[src/rtl/adc_pkg.sv]
// Shared types and constants for the ADC frame assembler.
//  frame_state_t : one-hot lock state (IDLE, SETTLE, RUN, LOST)
//  FCO_PATTERN   : frame-clock word that marks a correctly aligned frame
//  SAMPLE_W      : width of one formatted output sample
//  format_sample : turns a raw 16-bit lane pair into a 16-bit sample
package adc_pkg;

    typedef enum logic [3:0] {
        IDLE   = 4'b0001,
        SETTLE = 4'b0010,
        RUN    = 4'b0100,
        LOST   = 4'b1000
    } frame_state_t;

    localparam logic [7:0] FCO_PATTERN = 8'hF0;
    localparam int         SAMPLE_W    = 16;

    // The sample is MSB-justified in the lane pair, so shift it down first.
    // Offset-binary becomes two's complement by flipping its top bit, and
    // the result is then sign-extended across the unused upper bits.
    function automatic logic [SAMPLE_W-1:0] format_sample(
        input logic [SAMPLE_W-1:0] raw,
        input int                  adc_bits,
        input logic                twos_comp
    );
        logic [SAMPLE_W-1:0] s;
        logic [SAMPLE_W-1:0] msb;
        logic [SAMPLE_W-1:0] low_mask;
        s        = raw >> (SAMPLE_W - adc_bits);
        msb      = 16'd1 << (adc_bits - 1);
        low_mask = (msb << 1) - 16'd1;
        if (twos_comp) begin
            s = s ^ msb;
            if ((s & msb) != 16'd0) begin
                s = s | ~low_mask;
            end else begin
                s = s;
            end
        end else begin
            s = s;
        end
        return s;
    endfunction

endpackage

[src/rtl/sync_fifo_fwft.sv]
// Synchronous first-word-fall-through FIFO.
//  CLKDIV  in  clock
//  rst     in  synchronous active-high reset, empties the FIFO
//  wr_en   in  write request; accepted when not full, or when full and a
//              read happens in the same cycle
//  wr_data in  write word
//  rd_en   in  read/pop request; ignored while empty
//  rd_data out head word, valid whenever empty is low (zero while empty)
//  empty   out no words stored
//  count   out number of words stored
module sync_fifo_fwft #(
    parameter int WIDTH = 64,
    parameter int DEPTH = 16
) (
    input  logic                     CLKDIV,
    input  logic                     rst,
    input  logic                     wr_en,
    input  logic [WIDTH-1:0]         wr_data,
    input  logic                     rd_en,
    output logic [WIDTH-1:0]         rd_data,
    output logic                     empty,
    output logic [$clog2(DEPTH):0]   count
);

    localparam int AW = $clog2(DEPTH);

    logic [WIDTH-1:0] mem_r [DEPTH];
    logic [AW-1:0]    wr_ptr_r;
    logic [AW-1:0]    rd_ptr_r;
    logic [AW:0]      count_r;
    logic             full_s;
    logic             do_wr_s;
    logic             do_rd_s;

    assign full_s  = (count_r == (AW+1)'(DEPTH));
    assign empty   = (count_r == {(AW+1){1'b0}});
    assign do_rd_s = rd_en & ~empty;
    // A pop in the same cycle frees the slot, so a full FIFO still accepts.
    assign do_wr_s = wr_en & (~full_s | do_rd_s);
    assign rd_data = empty ? {WIDTH{1'b0}} : mem_r[rd_ptr_r];
    assign count   = count_r;

    // Storage array; contents are don't-care until written.
    always_ff @(posedge CLKDIV) begin
        if (do_wr_s) begin
            mem_r[wr_ptr_r] <= wr_data;
        end
    end

    // Pointers and occupancy.
    always_ff @(posedge CLKDIV) begin
        if (rst) begin
            wr_ptr_r <= {AW{1'b0}};
            rd_ptr_r <= {AW{1'b0}};
            count_r  <= {(AW+1){1'b0}};
        end else begin
            if (do_wr_s) begin
                wr_ptr_r <= wr_ptr_r + AW'(1);
            end
            if (do_rd_s) begin
                rd_ptr_r <= rd_ptr_r + AW'(1);
            end
            case ({do_wr_s, do_rd_s})
                2'b10:   count_r <= count_r + (AW+1)'(1);
                2'b01:   count_r <= count_r - (AW+1)'(1);
                default: count_r <= count_r;
            endcase
        end
    end

endmodule

[src/rtl/adc_frame_assembler.sv]
// Assembles one sample per channel per frame from the ISERDES words once the
// bitslip aligner is locked, buffers them in an FWFT FIFO for an
// AXI-Stream-style sink, and watches FCO for sustained loss of lock.
//  CLKDIV       in  parallel-side clock, one frame per cycle
//  rst          in  synchronous active-high reset
//  aligned      in  lock indication from the aligner
//  ISERDES_FCO  in  frame-clock word
//  lane_a       in  per-channel high byte, ch at [8*ch +: 8]
//  lane_b       in  per-channel low byte, ch at [8*ch +: 8]
//  m_tdata      out samples, ch at [16*ch +: 16]
//  m_tvalid     out output word valid
//  m_tready     in  sink ready
//  lock_ok      out high while in RUN
//  realign_req  out high while in LOST
//  overflow     out sticky, a good frame was dropped on a full FIFO
//  drop_cnt     out saturating count of dropped good frames
module adc_frame_assembler
    import adc_pkg::*;
#(
    parameter int NUM_CH      = 4,
    parameter int ADC_BITS    = 14,
    parameter int TWOS_COMP   = 1,
    parameter int SETTLE_CYC  = 16,
    parameter int LOSS_THRESH = 4,
    parameter int FIFO_DEPTH  = 16
) (
    input  logic                       CLKDIV,
    input  logic                       rst,
    input  logic                       aligned,
    input  logic [7:0]                 ISERDES_FCO,
    input  logic [8*NUM_CH-1:0]        lane_a,
    input  logic [8*NUM_CH-1:0]        lane_b,
    output logic [SAMPLE_W*NUM_CH-1:0] m_tdata,
    output logic                       m_tvalid,
    input  logic                       m_tready,
    output logic                       lock_ok,
    output logic                       realign_req,
    output logic                       overflow,
    output logic [15:0]                drop_cnt
);

    localparam int AW = $clog2(FIFO_DEPTH);

    logic                       aligned_r;
    logic [7:0]                 fco_r;
    logic [8*NUM_CH-1:0]        lane_a_r;
    logic [8*NUM_CH-1:0]        lane_b_r;
    logic [SAMPLE_W*NUM_CH-1:0] sample_s;
    frame_state_t               state_r;
    frame_state_t               state_nx_s;
    logic [7:0]                 settle_cnt_r;
    logic [7:0]                 settle_cnt_nx_s;
    logic [3:0]                 bad_cnt_r;
    logic [3:0]                 bad_cnt_nx_s;
    logic                       fco_good_s;
    logic                       wr_en_s;
    logic                       drop_s;
    logic                       fifo_empty_s;
    logic                       fifo_full_s;
    logic [AW:0]                fifo_count_s;
    logic                       lock_ok_r;
    logic                       realign_req_r;
    logic                       overflow_r;
    logic [15:0]                drop_cnt_r;

    // Input stage: one register on every frame-side input.
    always_ff @(posedge CLKDIV) begin
        if (rst) begin
            aligned_r <= 1'b0;
            fco_r     <= 8'h00;
            lane_a_r  <= {(8*NUM_CH){1'b0}};
            lane_b_r  <= {(8*NUM_CH){1'b0}};
        end else begin
            aligned_r <= aligned;
            fco_r     <= ISERDES_FCO;
            lane_a_r  <= lane_a;
            lane_b_r  <= lane_b;
        end
    end

    // Sample formatting for every channel of the registered frame.
    always_comb begin
        sample_s = {(SAMPLE_W*NUM_CH){1'b0}};
        for (int ch = 0; ch < NUM_CH; ch++) begin
            sample_s[SAMPLE_W*ch +: SAMPLE_W] =
                format_sample({lane_a_r[8*ch +: 8], lane_b_r[8*ch +: 8]},
                              ADC_BITS, (TWOS_COMP != 0));
        end
    end

    assign fco_good_s = (fco_r == FCO_PATTERN);

    // Lock FSM next-state logic; loss of aligned always wins over FCO checks.
    always_comb begin
        state_nx_s      = state_r;
        settle_cnt_nx_s = settle_cnt_r;
        bad_cnt_nx_s    = bad_cnt_r;
        wr_en_s         = 1'b0;
        case (state_r)
            IDLE: begin
                bad_cnt_nx_s = 4'd0;
                if (aligned_r) begin
                    state_nx_s      = SETTLE;
                    settle_cnt_nx_s = 8'd0;
                end else begin
                    state_nx_s = IDLE;
                end
            end
            SETTLE: begin
                if (!aligned_r) begin
                    state_nx_s = IDLE;
                end else if (!fco_good_s) begin
                    state_nx_s = LOST;
                end else if (settle_cnt_r == 8'(SETTLE_CYC - 1)) begin
                    state_nx_s   = RUN;
                    bad_cnt_nx_s = 4'd0;
                end else begin
                    settle_cnt_nx_s = settle_cnt_r + 8'd1;
                end
            end
            RUN: begin
                if (!aligned_r) begin
                    state_nx_s = IDLE;
                end else if (fco_good_s) begin
                    wr_en_s      = 1'b1;
                    bad_cnt_nx_s = 4'd0;
                end else if (bad_cnt_r == 4'(LOSS_THRESH - 1)) begin
                    state_nx_s   = LOST;
                    bad_cnt_nx_s = bad_cnt_r + 4'd1;
                end else begin
                    bad_cnt_nx_s = bad_cnt_r + 4'd1;
                end
            end
            LOST: begin
                if (!aligned_r) begin
                    state_nx_s = IDLE;
                end else begin
                    state_nx_s = LOST;
                end
            end
            default: begin
                state_nx_s = IDLE;
            end
        endcase
    end

    // Lock FSM state and status outputs; status follows the next state so
    // it lines up exactly with the state register.
    always_ff @(posedge CLKDIV) begin
        if (rst) begin
            state_r       <= IDLE;
            settle_cnt_r  <= 8'd0;
            bad_cnt_r     <= 4'd0;
            lock_ok_r     <= 1'b0;
            realign_req_r <= 1'b0;
        end else begin
            state_r       <= state_nx_s;
            settle_cnt_r  <= settle_cnt_nx_s;
            bad_cnt_r     <= bad_cnt_nx_s;
            lock_ok_r     <= (state_nx_s == RUN);
            realign_req_r <= (state_nx_s == LOST);
        end
    end

    sync_fifo_fwft #(
        .WIDTH (SAMPLE_W*NUM_CH),
        .DEPTH (FIFO_DEPTH)
    ) u_fifo (
        .CLKDIV  (CLKDIV),
        .rst     (rst),
        .wr_en   (wr_en_s),
        .wr_data (sample_s),
        .rd_en   (m_tready),
        .rd_data (m_tdata),
        .empty   (fifo_empty_s),
        .count   (fifo_count_s)
    );

    assign fifo_full_s = (fifo_count_s == (AW+1)'(FIFO_DEPTH));
    // A pop in the same cycle makes room, so only a full FIFO without a pop drops.
    assign drop_s      = wr_en_s & fifo_full_s & ~m_tready;

    // Sticky overflow flag and saturating drop counter.
    always_ff @(posedge CLKDIV) begin
        if (rst) begin
            overflow_r <= 1'b0;
            drop_cnt_r <= 16'd0;
        end else begin
            overflow_r <= overflow_r | drop_s;
            if (drop_s && (drop_cnt_r != 16'hFFFF)) begin
                drop_cnt_r <= drop_cnt_r + 16'd1;
            end else begin
                drop_cnt_r <= drop_cnt_r;
            end
        end
    end

    assign m_tvalid    = ~fifo_empty_s;
    assign lock_ok     = lock_ok_r;
    assign realign_req = realign_req_r;
    assign overflow    = overflow_r;
    assign drop_cnt    = drop_cnt_r;

endmodule

[config.mk]
export PLATFORM = sky130hd
export DESIGN_NAME = adc_frame_assembler
export DESIGN_NICKNAME = d
export VERILOG_FILES = /design/src/rtl/adc_pkg.sv /design/src/rtl/sync_fifo_fwft.sv /design/src/rtl/adc_frame_assembler.sv
export SDC_FILE = /design/constraint.sdc
export NUM_CORES = 1
export LEC_CHECK = 0
export ABC_AREA = 1
export BUFFER_PORTS_ARGS = -buffer_cell sky130_fd_sc_hd__buf_4
export CAP_MARGIN = 40
export CELL_PAD_IN_SITES_DETAIL_PLACEMENT = 1
export CELL_PAD_IN_SITES_GLOBAL_PLACEMENT = 2
export CORE_UTILIZATION = 42
export DETAILED_ROUTE_END_ITERATION = 8
export HOLD_SLACK_MARGIN = 0.12
export PLACE_DENSITY_LB_ADDON = 0.25
export SLEW_MARGIN = 20
export SYNTH_ARGS = -nofsm -noshare
export SYNTH_HDL_FRONTEND = slang
export SYNTH_HIERARCHICAL = 1
export SYNTH_SLANG_ARGS = --single-unit
[constraint.sdc]
create_clock -name CLKDIV -period 7.7 [get_ports CLKDIV]
set_input_delay 1.155 -clock CLKDIV [delete_from_list [all_inputs] [get_ports CLKDIV]]
set_output_delay 1.155 -clock CLKDIV [all_outputs]
set_load 0.02 [all_outputs]
==> flow_summary.toml, run 1 <==
[synth]
yosys_register_bits = 1141
synthTopCellsByArea = "edfxtp_1 (66%), nand2_1 (8.2%), nor2_1 (5.2%)"
synth_top_area_share_pct = 66.25
yosys.area_share.xor_xnor_pct = 0.1510
seq_area_frac_synth_pct = 71.29
yosysWarningCount = 6
synth-compound-area-share_pct = 3.874
muxShareOfSynthArea_pct = 0
synth_fp_nets = 4311
syn_inst = 4223
syn_area_per_cell_um2 = 10.99
synth-adder-area-share_pct = 0.3397
async_flop_share_pct = 0
ys.flop_type = "edfxtp_1"
synth-simple-area-share_pct = 19.65
synth-edff-count = 1024
synth_top_family_by_area = "simple AND/OR/NAND/NOR gates"
synth_cell_types = 41
syn_area_um2 = 46420
yosys.area.top_type = "edfxtp_1"

[critical_path]
cp_max_fo = 211
cp-start-kind = "flip-flop"
critPathCaptureType = "output port"
arrival_ns = 4.72
path_class = "flip-flop to output port"
required_ns = 6.55

[cells_and_area]
drive_above_1_share_pct = 10.47
seqCellArea_um2 = 33110
area_growth_pct = 15.15
fin_nets = 4427
multiInputGateArea_um2 = 11220
n_antenna_cell = 0
fin_area_um2 = 53450
n_fill_cell = 11510

[power_and_ir_drop]
combPwrFrac_pct = 24.0
power_per_cell_area_nw_per_um2 = 315.1
ir_drop_v = 0.0002369
internal-power_w = 0.01151
sw_frac_of_total_pct = 31.64
p_sw_w = 0.005328
power.static_leakage_nw = 20.49
seq_power_share_pct = 41.1
clockPowerShare_pct = 34.9

[grt]
grt_max_degree = 230
grt-busiest-layer = "met2"
grt_pass1_vias = 31880
met1_usage_pct = 30.62
antenna_found_initial = 2
grt_usage_pct = 23.04
globalRouteMet3Util_pct = 3.366
met2_usage_pct = 39.63
grt_overflow = 0
grt_first_pass_wirelength_mm = 194.4

[timing]
finalCriticalPeriod_ns = 5.876
max_freq_mhz = 170.2
grt_setup_unrepaired = "false"
hold_violations = 0
slew_viol_final = 0
skew_ns = 0.02109
slew_headroom_pct = 12.85
hold_ws_ns = 0.4728
tightest_slew_ns = 1.307
finalSetupViolCount = 0
fin_crit_sh_pct = 76.31
setup_tns_ns = 0

[run_status]
outcome = "finished, final reports clean"

[die]
core_um2 = 109200
ios = 160
initial_core_util_pct = 42.52
dieArea_um2 = 111800
rows = 121
die_x_um = 334.4
die_h_um = 334.4

[min_path]
hp-class = "flip-flop to flip-flop"

[clock_network]
path_clk_slew_ns = 0.06
cts_resized = 0
cts_sinks = 1141
clkLatencyLatePin_ns = 0.70
cts_root_buf = "clkbuf_16"
hold_buffers = 0
htreeDepth = 3
post_cts_buffers = 0
cts_buffer_depth = 3
cts_tree = "yes"
cts_buffers = 120

[route]
drc_errors = 0
vias = 31040
final_antenna_net_count = 0
drtIter0Drc = 2235
dr.pass1.iters = 5
wire_per_inst_um = 21.75
vias_per_cell = 5.244
totalWireLength_mm = 128.7

[placement]
gp_congestion = 0.7255
place_area_um2 = 49330
place_hpwl_mm = 66.02
io_buffers = 151

[run]
cap_violations = 0
-- worst paths after layout --
kind | start | endpoint | slack [ns] | depth (start not counted)
worst max register to register | aligned_r | u_fifo/mem_r[3][14] | 4.08 | 9
worst min register to register | overflow | overflow | 0.47 | 1
worst min-delay path | overflow | overflow | 0.47 | 1
worst max-delay path | flip-flop | m_tdata[47] | 1.82 | 9
-- Yosys cell counts, types with 2 or more instances --
| master | instances |
|---|---|
| a21oi_1 | 89 |
| buf_1 | 28 |
| buf_2 | 62 |
| buf_4 | 3 |
| buf_6 | 5 |
| buf_8 | 12 |
| clkbuf_1 | 123 |
| clkbuf_8 | 2 |
| dfxtp_1 | 117 |
| edfxtp_1 | 1024 |
| ha_1 | 11 |
| inv_1 | 262 |
| inv_2 | 4 |
| nand2_1 | 1008 |
| nand2_4 | 3 |
| nand3_1 | 479 |
| nand3_2 | 9 |
| nand3b_1 | 2 |
| nand4_1 | 13 |
| nor2_1 | 644 |
| nor2_2 | 5 |
| nor2_4 | 4 |
| nor3_1 | 26 |
| nor3b_1 | 2 |
| o21ai_0 | 264 |
| xnor2_1 | 3 |
| xor2_1 | 5 |
-- worst max-delay path: stages (launching register included) --
cell and delay [ns]:
dfxtp_4 0.69, buf_12 0.74, buf_12 0.61, nor2_1 0.13
nor2_1 0.13, o21ai_0 0.09, nand3_1 0.12, nand3_1 0.08
a21oi_1 0.56, buf_4 0.26
-- logic make-up (layout without fill, tap and decap cells) --
| group | after synthesis | after routing |
|---|---|---|
| fa+ha+maj | 12 | 12 |
| compound gates | 357 | 357 |
| simple gates | 2201 | 2201 |
| buf+inv | 504 | 724 |
| flops | 1141 | 1141 |
| xor+xnor | 8 | 8 |
-- metrics by stage --
| stage | util (%) | setup slack [ns] | total power [W] | cells |
|---|---|---|---|---|
| after global placement | 44.73 | 2.689 | 0.01094 | 5667 |
| final | 48.96 | 1.824 | 0.01684 | 5919 |
| after global routing | 48.96 | 1.702 | 0.01758 | 5919 |
| after detailed placement | 45.20 | 2.708 | 0.01107 | 5689 |
| after CTS | 48.89 | 1.946 | 0.01696 | 5915 |
| after floorplan | - | 1.174 | 0.009569 | 4223 |
-- layer usage --
metal | share of wire (%) | vias up
li1 | - | 14510
met1 | 45 | 15730
met3 | 4.4 | 173
met4 | 1.9 | 2
met2 | 49 | 615
met5 | 0.010 | -
-- flip-flops by register name, summed over array words and instances (netlist names), 4 cells and up, named ones only --
register / cells
lane_a_r: 32
u_fifo/wr_ptr_r: 4
state_r: 4
u_fifo/rd_ptr_r: 4
bad_cnt_r: 4
lane_b_r: 24
u_fifo/mem_r: 1024
u_fifo/count: 5
settle_cnt_r: 8
drop_cnt: 16
fco_r: 8
-- area by class of cell --
class | instances | area share [%]
clock buffers | 161 | 6.253
clock inverters | 65 | 1.288
inverters | 269 | 1.955
multi-input cells | 2578 | 21.00
flip-flops and latches | 1141 | 61.94
well taps | 1476 | 3.455
repair buffers | 229 | 4.106
-- power by group through the flow --
stage / combinational (W) / clock [W] / sequential (W)
floorplan: 0.00261 / 0 / 0.00695
global placement: 0.00390 / 0 / 0.00705
detailed placement: 0.00402 / 0 / 0.00705
CTS: 0.00405 / 0.00599 / 0.00692
global route: 0.00443 / 0.00622 / 0.00693
finish: 0.00404 / 0.00588 / 0.00692
-- cell usage in the layout (no fill, tap or decap), types with 89 or more instances in the layout --
master / Yosys / routed
o21ai_0: 264 / 264
edfxtp_1: 1024 / 1024
inv_1: 262 / 260
a21oi_1: 89 / 89
nor2_1: 644 / 644
buf_4: 3 / 198
nand3_1: 479 / 479
nand2_1: 1008 / 1008
clkbuf_16: 0 / 124
dfxtp_1: 117 / 113
(Power assumes the default switching activity.)
==> inputs of run 2 (changes only) <==
==> constraint.sdc (replaced) <==
create_clock -name CLKDIV -period 5.81 [get_ports CLKDIV]
set_input_delay 0.8715 -clock CLKDIV [delete_from_list [all_inputs] [get_ports CLKDIV]]
set_output_delay 0.8715 -clock CLKDIV [all_outputs]
set_load 0.02 [all_outputs]
==> run 2 against run 1 <==
  * Combinational power up 30%
  * Register-to-register slack worse by 1.3 ns
  * Sequential power up 33%
  * Critical path depth up 1
  * Cell count down 0.44%
  * Die area unchanged
  * Sequential cell count unchanged
  * Worst setup slack worse by 0.87 ns
  * Core utilization down 0.50 points
  * Sequential share of layout area up 0.64 points
  * Via count down 0.58%
  * Hold slack worse by 0.098 ns
  * Largest cell class unchanged
  * Largest power group unchanged
  * Highest routed layer is now met4
==> flow_summary.toml, run 2 (same netlist as run 1, synthesis figures left out) <==
[clock_network]
cts_sinks = 1141
clkLatencyLatePin_ns = 0.69
hold_buffers = 0
path_clk_slew_ns = 0.06
htreeDepth = 3
cts_resized = 0
cts_buffers = 120
cts_buffer_depth = 3
cts_root_buf = "clkbuf_16"
post_cts_buffers = 0
cts_tree = "yes"

[min_path]
holdPathStages = 3
hp-class = "primary input to flip-flop"

[power_and_ir_drop]
clockPowerShare_pct = 33.6
power_per_cell_area_nw_per_um2 = 411.3
combPwrFrac_pct = 24.1
ir_drop_v = 0.0004102
finalPower_w = 0.02176
power.static_leakage_nw = 20.18
seq_power_share_pct = 42.3
p_sw_w = 0.006935
sw_frac_of_total_pct = 31.87
internal-power_w = 0.01482

[cells_and_area]
final_cell_mix = "edfxtp_1 (1,024), nand2_1 (1,008), nor2_1 (644)"
seqCellArea_um2 = 33110
top_regs = "u_fifo/mem_r: 1024 flops, lane_a_r: 32 flops, lane_b_r: 24 flops"
top_register = "u_fifo/mem_r"
largest_register_ffs = 1024
drive_above_1_share_pct = 9.692
area_growth_pct = 13.97
multiInputGateArea_um2 = 11220
fin_nets = 4402
layout_commonest_cell = "edfxtp_1"
n_fill_cell = 11480

[route]
met3WireLength_mm = 5.280
dr.pass1.iters = 5
vias = 30860
final_antenna_net_count = 0
met1_length_mm = 58.17
drc_errors = 0
totalWireLength_mm = 129.1
wl_met2_mm = 62.84
vias_per_cell = 5.236
wire_per_inst_um = 21.90
drtIter0Drc = 2055
top_layer = "met4"

[die]
ios = 160
die_x_um = 334.4
core_um2 = 109200
rows = 121
initial_core_util_pct = 42.52
dieArea_um2 = 111800
die_h_um = 334.4

[timing]
fin_crit_sh_pct = 83.65
hold_violations = 0
skew_ns = 0.03032
fin_ws_ns = 0.9497
slew_viol_final = 0
tightest_slew_ns = 1.057
max_freq_mhz = 205.7
grt_setup_unrepaired = "false"
finalCriticalPeriod_ns = 4.860
slew_headroom_pct = 29.56
finalSetupViolCount = 0

[critical_path]
crit_chain = "inv_16 -> buf_16 -> buf_4 -> nand2_1 -> nand2_1 -> nand2_1 -> nand3_1 -> nand3_1 -> a21oi_1 -> buf_4"
crit_slowest_cell = "buf_4"
cp_max_fo = 147
cp-start-kind = "flip-flop"
required_ns = 4.94
reg2regPathDepth = 8
cp_common_cell = "nand2_1"
arrival_ns = 3.99
worst_path_largest_cell_delay_ns = 0.58
critPathCaptureType = "output port"
path_class = "flip-flop to output port"

[grt]
grt_max_degree = 196
antenna_found_initial = 0
grt_overflow = 0
grt_usage_pct = 23.07
grt_pass1_vias = 31940
grt_first_pass_wirelength_mm = 194.0

[placement]
place_hpwl_mm = 58.90
pre_cts_ws_ns = 1.652
gp_congestion = 0.7227
io_buffers = 151

[run]
cap_violations = 0

[run_status]
outcome = "finished, final reports clean"
==> run 2: cell count changes in the layout (fill, tap and decap cells not counted), sizes merged <==
cell    delta
buf       -25
inv        -1
clkbuf    +17
bufinv    -10
diode      +1
clkinv     -8
==> run 2: power groups by stage <==
stage / Combinational (W) / Clock (W) / Sequential, W
floorplan: 0.00346 / 0 / 0.00922
global route: 0.00577 / 0.00777 / 0.00921
finish: 0.00524 / 0.00732 / 0.00919
detailed placement: 0.00529 / 0 / 0.00937
CTS: 0.00532 / 0.00749 / 0.00920
global placement: 0.00516 / 0 / 0.00937
==> run 2: layout make-up <==
type,instances,share of cell area (%)
clock buffers,178,6.509
clock inverters,46,0.6055
well taps,1476,3.491
repair buffers,204,3.614
diodes,1,0.004730
flip-flops and latches,1141,62.58
multi-input cells,2578,21.22
inverters,269,1.975
==> run 2: metal layers <==
metal	track usage, %	up-vias
met4	6.324	0
li1	-	14460
met1	31.56	15650
met5	0	-
met2	38.90	588
met3	2.689	160
==> run 2: per-stage QoR <==
stage / instance area [um^2] / hold WS [ns] / cells / setup TNS [ns] / util, %
2_1_floorplan: 46420 / 0.4468 / 4223 / -442.54 / -
3_3_place_gp: 48940 / 0.4630 / 5660 / 0 / 44.84
3_5_place_dp: 49130 / 0.4701 / 5668 / 0 / 45.01
4_1_cts: 52900 / 0.3360 / 5892 / 0 / 48.46
5_1_grt: 52900 / 0.3700 / 5892 / 0 / 48.46
6_report: 52900 / 0.3746 / 5893 / 0 / 48.46
==> run 2: worst max-delay path: cells and delay by family (launching register included) <==
family                 cells  cell delay [ns]
AND/OR/NAND/NOR            5             0.41
flip-flops                 1             0.55
buffers and inverters      4             1.77
AO/OA/AOI/OAI              1             0.31
==> run 2: path summary, 6_finish.rpt <==
check,from,slack (ns),end
max,flip-flop,0.95,m_tdata[33]
min,lane_b[2],0.37,lane_b_r[2]
max reg2reg,aligned_r,2.80,u_fifo/mem_r[1][28]
min reg2reg,u_fifo/rd_ptr_r[2],0.48,flip-flop
==> inputs of run 3 (changes only) <==
==> constraint.sdc (replaced) <==
create_clock -name CLKDIV -period 4.8 [get_ports CLKDIV]
set_input_delay 0.72 -clock CLKDIV [delete_from_list [all_inputs] [get_ports CLKDIV]]
set_output_delay 0.72 -clock CLKDIV [all_outputs]
set_load 0.02 [all_outputs]
==> run 3 against run 2 <==
  * Non-clock buffer count up 11
  * Sequential cell count is the same
  * Worst setup slack worse by 0.43 ns
  * Hold slack got worse by 0.15 ns
  * Routed wire length is 0.21% higher
  * Sequential power increased by 21%
==> flow_summary.toml, run 3 (same netlist as run 1, synthesis figures left out) <==
[min_path]
hp-class = "primary input to flip-flop"
holdPathEnd = "lane_b_r[3]"
hold_start = "lane_b[3]"
holdPathStages = 3

[die]
dieArea_um2 = 111800
ios = 160
initial_core_util_pct = 42.52
die_h_um = 334.4
core_um2 = 109200
rows = 121
die_x_um = 334.4

[grt]
globalRouteMet3Util_pct = 2.886
met2_usage_pct = 38.90
met1_usage_pct = 31.64
antenna_found_initial = 1
grt_max_degree = 163
grt_pass1_vias = 32140
grt_first_pass_wirelength_mm = 195.4
grt-busiest-layer = "met2"
grt_overflow = 0
grt_usage_pct = 23.15

[placement]
io_buffers = 151
gp_congestion = 0.7340
place_hpwl_mm = 61.08
pre_cts_ws_ns = 1.221
place_area_um2 = 49270

[critical_path]
r2r_setup_slack_ns = 1.72
required_ns = 4.08
cp_max_fo = 150
critPathCaptureType = "output port"
r2r-end = "u_fifo/mem_r[4][24]"
reg2regPathDepth = 8
path_class = "flip-flop to output port"
cp-start-kind = "flip-flop"
worstReg2RegStart = "aligned_r"
arrival_ns = 3.56

[timing]
hold_ws_ns = 0.2223
finalSetupViolCount = 0
skew_ns = 0.01398
max_freq_mhz = 233.7
tightest_slew_ns = 0.8564
slew_viol_final = 0
fin_ws_ns = 0.5207
grt_setup_unrepaired = "false"
finalCriticalPeriod_ns = 4.279
hold_violations = 0
slew_headroom_pct = 42.91
setup_tns_ns = 0
fin_crit_sh_pct = 89.15

[power_and_ir_drop]
finalPower_w = 0.02675
internal-power_w = 0.01825
power.static_leakage_nw = 20.33
ir_drop_v = 0.0004352
sw_frac_of_total_pct = 31.78
clockPowerShare_pct = 34.4
p_sw_w = 0.008502
power_per_cell_area_nw_per_um2 = 503.0
combPwrFrac_pct = 24.2
seq_power_share_pct = 41.4

[route]
drtIter0Drc = 2152
wire_per_inst_um = 21.89
vias = 31130
drc_errors = 0
dr.pass1.iters = 5
vias_per_cell = 5.271
final_antenna_net_count = 0
totalWireLength_mm = 129.3

[cells_and_area]
drive_above_1_share_pct = 9.930
final_cell_mix = "edfxtp_1 (1,024), nand2_1 (1,008), nor2_1 (644)"
area_growth_pct = 14.58
fin_area_um2 = 53180
largest_register_ffs = 1024
fin_nets = 4414
n_fill_cell = 11590
top_register = "u_fifo/mem_r"
layout_commonest_cell = "edfxtp_1"
n_antenna_cell = 0
top_regs = "u_fifo/mem_r: 1024 flops, lane_a_r: 32 flops, lane_b_r: 24 flops"

[run_status]
outcome = "finished, final reports clean"

[clock_network]
cts_tree = "yes"
cts_root_buf = "clkbuf_16"
cts_buffer_depth = 3
post_cts_buffers = 0
cts_sinks = 1141
clkLatencyLatePin_ns = 0.70
cts_resized = 0
htreeDepth = 3
cts_buffers = 121
path_clk_slew_ns = 0.06
hold_buffers = 0

[run]
cap_violations = 0
run 3: cell count changes in the layout (fill, tap and decap cells not counted), sizes merged:
cell	change
buf	+11
bufinv	+7
clkbuf	-22
clkinv	+17
diode	-1
inv	+2
run 3: worst max-delay path, stage by stage (launching register included):
cell and delay [ns]:
dfxtp_4 0.65, buf_12 0.61, buf_4 0.59, nand3_1 0.14, nand3_1 0.12, nand3_1 0.09, a21oi_1 0.35, buf_4 0.22
run 3: worst max path at each step:
stage	startpoint	cells past startpoint	endpoint
2_1_floorplan	aligned_r	7	u_fifo/mem_r[10][0]
6_report	flip-flop	7	m_tdata[39]
3_5_place_dp	flip-flop	7	m_tdata[39]
5_1_grt	flip-flop	7	m_tdata[39]
3_3_place_gp	aligned_r	7	u_fifo/mem_r[7][28]
4_1_cts	flip-flop	7	m_tdata[39]
run 3: metrics by stage:
stage,std cells,util (%)
floorplan,4223,-
global placement,5668,44.93
detailed placement,5679,45.14
CTS,5907,48.72
global route,5907,48.72
finish,5907,48.72
run 3: layer usage:
| metal | routed length [um] | vias to the layer above | share of wire, % |
|---|---|---|---|
| li1 | - | 14510 | - |
| met1 | 58410 | 15830 | 45 |
| met2 | 62550 | 605 | 48 |
| met3 | 5418 | 188 | 4.2 |
| met4 | 2938 | 2 | 2.3 |
| met5 | 13 | - | 0.010 |
run 3: layout make-up:
type,count,area (um^2),area share (%)
Sequential cell,1141,33110,62.25
Multi-Input combinational cell,2578,11220,21.11
Tap cell,1476,1847,3.473
Inverter,269,1045,1.964
Clock buffer,156,3294,6.195
Clock inverter,72,618.1,1.162
Timing Repair Buffer,215,2047,3.849
run 3: power by group through the flow:
| stage | logic, W | registers, W | clock network, W |
|---|---|---|---|
| final | 0.00647 | 0.0111 | 0.00921 |
| after global routing | 0.00713 | 0.0111 | 0.00975 |
| after CTS | 0.00658 | 0.0111 | 0.00940 |
| after detailed placement | 0.00652 | 0.0113 | 0 |
| after global placement | 0.00636 | 0.0113 | 0 |
| after floorplan | 0.00419 | 0.0112 | 0 |
